[src/rtl/load_store_unit.sv]
// Load/store unit bridging single CPU accesses onto a word-wide synchronous data memory.
// Byte stores use a read-modify-write sequence; misaligned word accesses fault.
module load_store_unit #(
  parameter int unsigned ALIGN_CHECK = 1
) (
  input  logic        clock,
  input  logic        reset,
  input  logic        req,
  input  logic        we,
  input  logic        byteEn,
  input  logic [31:0] addr,
  input  logic [31:0] wdata,
  output logic        ready,
  output logic        done,
  output logic [31:0] rdata,
  output logic        fault,
  output logic [31:0] memA,
  output logic [31:0] memWD,
  output logic        memOE,
  output logic        memWE,
  input  logic [31:0] memRD
);

  typedef enum logic [2:0] {
    StIdle,
    StRead,
    StRmwRd,
    StRmwWr,
    StWrite,
    StResp,
    StFault
  } state_t;

  state_t      state_q;
  logic        ready_q;
  logic        done_q;
  logic        fault_q;
  logic [31:0] rdata_q;
  logic        mem_oe_q;
  logic        mem_we_q;
  logic [31:0] mem_a_q;
  logic [31:0] mem_wd_q;
  logic [1:0]  lane_q;
  logic        byte_q;
  logic [7:0]  bdata_q;

  logic [7:0]  rd_lane;
  logic [31:0] rd_merged;
  logic        misaligned;

  // Lane extraction and byte merge both work on memRD directly, since the memory
  // returns data combinationally in the same cycle memOE is asserted.
  always_comb begin
    rd_lane = memRD[{lane_q, 3'b000} +: 8];
    rd_merged = memRD;
    rd_merged[{lane_q, 3'b000} +: 8] = bdata_q;
    misaligned = (ALIGN_CHECK != 0) && !byteEn && (addr[1:0] != 2'b00);
  end

  always_ff @(posedge clock) begin
    if (reset) begin
      state_q  <= StIdle;
      ready_q  <= 1'b1;
      done_q   <= 1'b0;
      fault_q  <= 1'b0;
      rdata_q  <= 32'h0;
      mem_oe_q <= 1'b0;
      mem_we_q <= 1'b0;
      mem_a_q  <= 32'h0;
      mem_wd_q <= 32'h0;
      lane_q   <= 2'b00;
      byte_q   <= 1'b0;
      bdata_q  <= 8'h0;
    end else begin
      done_q  <= 1'b0;
      fault_q <= 1'b0;
      case (state_q)
        StIdle: begin
          if (req) begin
            ready_q <= 1'b0;
            mem_a_q <= {addr[31:2], 2'b00};
            lane_q  <= addr[1:0];
            byte_q  <= byteEn;
            bdata_q <= wdata[7:0];
            if (misaligned) begin
              state_q <= StFault;
              done_q  <= 1'b1;
              fault_q <= 1'b1;
            end else if (!we) begin
              state_q  <= StRead;
              mem_oe_q <= 1'b1;
            end else if (byteEn) begin
              state_q  <= StRmwRd;
              mem_oe_q <= 1'b1;
            end else begin
              state_q  <= StWrite;
              mem_we_q <= 1'b1;
              mem_wd_q <= wdata;
            end
          end
        end
        StRead: begin
          mem_oe_q <= 1'b0;
          rdata_q  <= byte_q ? {24'h0, rd_lane} : memRD;
          state_q  <= StResp;
          done_q   <= 1'b1;
        end
        StRmwRd: begin
          mem_oe_q <= 1'b0;
          mem_we_q <= 1'b1;
          mem_wd_q <= rd_merged;
          state_q  <= StRmwWr;
        end
        StRmwWr, StWrite: begin
          mem_we_q <= 1'b0;
          state_q  <= StResp;
          done_q   <= 1'b1;
        end
        StResp, StFault: begin
          state_q <= StIdle;
          ready_q <= 1'b1;
        end
        default: begin
          state_q  <= StIdle;
          ready_q  <= 1'b1;
          mem_oe_q <= 1'b0;
          mem_we_q <= 1'b0;
        end
      endcase
    end
  end

  assign ready = ready_q;
  assign done  = done_q;
  assign fault = fault_q;
  assign rdata = rdata_q;
  assign memA  = mem_a_q;
  assign memWD = mem_wd_q;
  assign memOE = mem_oe_q;
  // Gated by reset so a reset landing on a write cycle never commits the store.
  assign memWE = mem_we_q & ~reset;

endmodule

[config.mk]
export PLATFORM = sky130hd
export DESIGN_NAME = load_store_unit
export DESIGN_NICKNAME = d
export VERILOG_FILES = /design/src/rtl/load_store_unit.sv
export SDC_FILE = /design/constraint.sdc
export NUM_CORES = 1
export LEC_CHECK = 0
export BUFFER_PORTS_ARGS = -buffer_cell sky130_fd_sc_hd__buf_2
export CORE_UTILIZATION = 53
export DETAILED_ROUTE_END_ITERATION = 7
export PLACE_DENSITY = 0.86
export SKIP_CTS_REPAIR_TIMING = 1
export SLEW_MARGIN = 10
export SYNTH_ARGS = -nofsm -noshare
export SYNTH_HDL_FRONTEND = slang
export SYNTH_SLANG_ARGS = --single-unit
[constraint.sdc]
create_clock -name clock -period 3.8 [get_ports clock]
set_input_delay 0.76 -clock clock [delete_from_list [all_inputs] [get_ports clock]]
set_output_delay 0.76 -clock clock [all_outputs]
set_load 0.01 [all_outputs]
==> impl_metrics.yaml <==
outcome:
  status: "finished clean"
sta:
  fmax_ghz: 0.428
  slew_headroom: 0.382
  post-route-min-period_ns: 2.34
  finalSetupViolations: 0
  clock_skew_ns: 0.00934
  hold_ws_ns: 0.451
  drv_slew: 0
  worst_pin_slew_ns: 0.927
  rsz0062_at_grt: "false"
  tns_ns: 0
  fin_crit_sh: 0.615
  hold_violations: 0
final_layout:
  area_growth_pct: 29.5
  antennaDiodeCount: 0
  final_area_um2: 6810
  nNetsFinal: 916
  drive_gt1_frac: 0.307
  fin_util: 0.723
  n_fill_cell: 764
yosys:
  synth_top_family_by_area: "simple AND/OR/NAND/NOR gates"
  muxShareOfSynthArea: 0.0152
  synth_cells: 639
  synthArstFlopShare: 0
  avgSynthCellArea_um2: 8.23
  synthAdderAreaFrac: 0.0119
  yosysUniqueCellTypes: 49
  yosys.area_share.simple: 0.253
  synth.ff_latch_count: 113
  synth-xor-area-share: 0.00167
  synth_flop_cell: "dfxtp_1"
  ys_warn_count: 0
  synth-edff-count: 0
  yosysSeqAreaShare: 0.430
  synth_area_um2: 5260
  synth_compound_area_frac: 0.225
worst_setup_path:
  crit_path_max_fanout: 14
  r2r_end: "memWD[17]"
  crit_family: "simple AND/OR/NAND/NOR gates"
  worstSetupStartpointType: "register"
  crit_type: "register to register"
  required_ns: 4.23
  cp_slowest_stage_delay_ns: 0.65
  startpoint: "lane_q[1]"
  r2r-start: "lane_q[1]"
  r2r.worst_path.cells: 6
  end_kind: "register"
  worst_ep_arrival_time_ns: 2.76
  crit_slowest_cell: "dfxtp_1"
  r2r_setup_slack_ns: 1.46
  cp_num_buf_inv: 1
  path_cells: "inv_1 > ha_1 > nand2b_1 > nor4b_1 > o22ai_1 > o2bb2ai_1"
power:
  pwr-share-clk: 0.433
  p_int_mw: 2.52
  p_per_area_nw_per_um2: 527
  p_sw_mw: 1.07
  p_seq_frac: 0.384
  comb_power_share: 0.183
  switching_share: 0.299
  vdd_ir_drop_max_uv: 374
  p_leak_nw: 2.99
  p_total_mw: 3.59
global_routing:
  use_met3: 0.0828
  antenna_found_initial: 0
  grt_pass1_vias: 5023
  grt_overflow: 0
  grt_usage: 0.310
  grtUsageMet2: 0.531
  grt_max_degree: 49
  grt_pass1_wl_um: 24500
  use_met1: 0.370
  grt.busiest_layer: "met2"
drt:
  viasPerCell: 5.55
  drt_pass1_iterations: 4
  routed_wl_um: 15900
  drc: 0
  wl_per_cell_um: 16.7
  drtIter0Drc: 228
  ant_nets: 0
  num_vias: 5287
floorplan:
  die_y_um: 102
  die-area_um2: 10300
  ios: 202
  core-area_um2: 9420
  rows: 35
  die_w_um: 102
  start_util: 0.558
hold_path:
  holdPathEnd: "memA[15]"
  hp-start: "memA[15]"
  holdCritPathClass: "register to register"
  holdPathStages: 2
clock_network:
  clk_pin_slew_ns: 0.06
  cts-root-buf: "clkbuf_8"
  cts_sinks: 113
  cts_tree: "yes"
  numCtsBuffers: 17
  cts_htree_levels: 4
  clk_path_buf_depth: 2
  worstSkewPairLatency_ns: 0.52
flow_run:
  cap_violations: 0
place:
  io_buffers: 199
  routabilityCongestion: 0.927
  dpl_cell_area_um2: 6210
  dpl.hpwl_um: 11600
==> tightest hold or removal path: cells and delay by family (launching register included) <==
kind / cells / cell delay (ns)
flip-flops: 1 / 0.30
AO/OA/AOI/OAI: 1 / 0.05
AND/OR/NAND/NOR: 1 / 0.05
==> registers in the layout, summed over array words and instances, names as in the netlist <==
register	flops
lane_q	2
memOE	1
memWD	32
done	1
memA	30
rdata	32
ready	1
state_q	3
fault	1
bdata_q	8
byte_q	1
mem_we_q	1
==> cell families after synthesis <==
logic type / count (synthesis)
AND/OR/NAND/NOR: 255
multiplexers: 8
XOR/XNOR: 1
AO/OA/AOI/OAI: 188
other: 1
buffers and inverters: 68
adder cells (fa/ha/maj): 5
flip-flops: 113
==> final cells by class <==
cell class	count	area (um2)	share of cell area
inverter	12	45.0	0.00662
clock inverter	14	156	0.0230
sequential	113	2260	0.332
timing repair buffer	207	1080	0.158
multi-input combinational	459	2680	0.394
tap	129	161	0.0237
clock buffer	18	428	0.0628
==> power by group through the flow <==
stage	Combinational (mW)	Sequential, mW	Clock [mW]
after CTS	0.651	1.38	1.56
after global routing	0.716	1.39	1.63
after detailed placement	0.647	1.40	0
after floorplan	0.404	1.41	0
after global placement	0.630	1.39	0
final	0.656	1.38	1.55
==> metrics by stage <==
step                setup WS, ns  std cells
floorplan                   1.59        640
global placement            1.39        919
detailed placement          1.28        919
CTS                         1.38        951
global route                1.32        952
finish                      1.46        952
==> layout by cell type (no fill, tap or decap), types with 9 or more instances in the layout <==
cell,n
nand2_1,114
a21oi_1,108
nand3b_1,25
nor2_1,31
inv_1,11
a22o_1,20
dfxtp_1,113
nor2b_1,29
buf_2,199
clkbuf_16,16
nand2b_1,9
==> synthesized netlist by cell type, types with 2 or more instances <==
cell / number / share of area
a22o_1: 20 / 0.033
ha_1: 5 / 0.012
dfxtp_1: 113 / 0.43
o21ai_1: 3 / 0.0029
nand2_1: 114 / 0.081
nor4b_1: 8 / 0.013
o21a_1: 4 / 0.0057
buf_1: 4 / 0.0029
clkbuf_1: 21 / 0.015
o31ai_1: 8 / 0.011
inv_1: 11 / 0.0079
and2_1: 2 / 0.0024
buf_2: 22 / 0.021
buf_6: 2 / 0.0043
nor3b_4: 2 / 0.0071
nand3_1: 8 / 0.0076
nand2b_1: 9 / 0.011
a21oi_1: 108 / 0.10
nor3_1: 3 / 0.0029
a211oi_1: 3 / 0.0043
and3b_1: 2 / 0.0033
o21ai_0: 7 / 0.0067
or3_1: 8 / 0.0095
o2bb2ai_1: 8 / 0.013
o22ai_1: 8 / 0.0095
nor2_1: 31 / 0.022
nor3_2: 3 / 0.0057
mux2i_1: 8 / 0.015
buf_4: 7 / 0.010
a32o_1: 4 / 0.0076
nand3b_1: 25 / 0.036
or2_2: 5 / 0.0060
o21bai_1: 2 / 0.0029
a2bb2oi_1: 7 / 0.012
nor2b_1: 29 / 0.035
a221oi_1: 2 / 0.0033
==> worst max path at each step <==
stage / end / slack (ns) / depth (start not counted)
final: memWD[17] / 1.46 / 6
after global routing: memWD[17] / 1.32 / 6
after CTS: memWD[17] / 1.38 / 5
after detailed placement: memWD[9] / 1.28 / 4
after global placement: memWD[12] / 1.39 / 4
after floorplan: memWD[6] / 1.59 / 10
==> layer usage <==
layer  wire length [um]  part of all wire  vias to the layer above
met5                  0                 0                        -
met4                421             0.027                        0
met3               1220             0.077                       37
met2               7590              0.48                      233
met1               6650              0.42                     2449
li1                   -                 -                     2568
No activity file was read; power rests on OpenSTA's default activity.
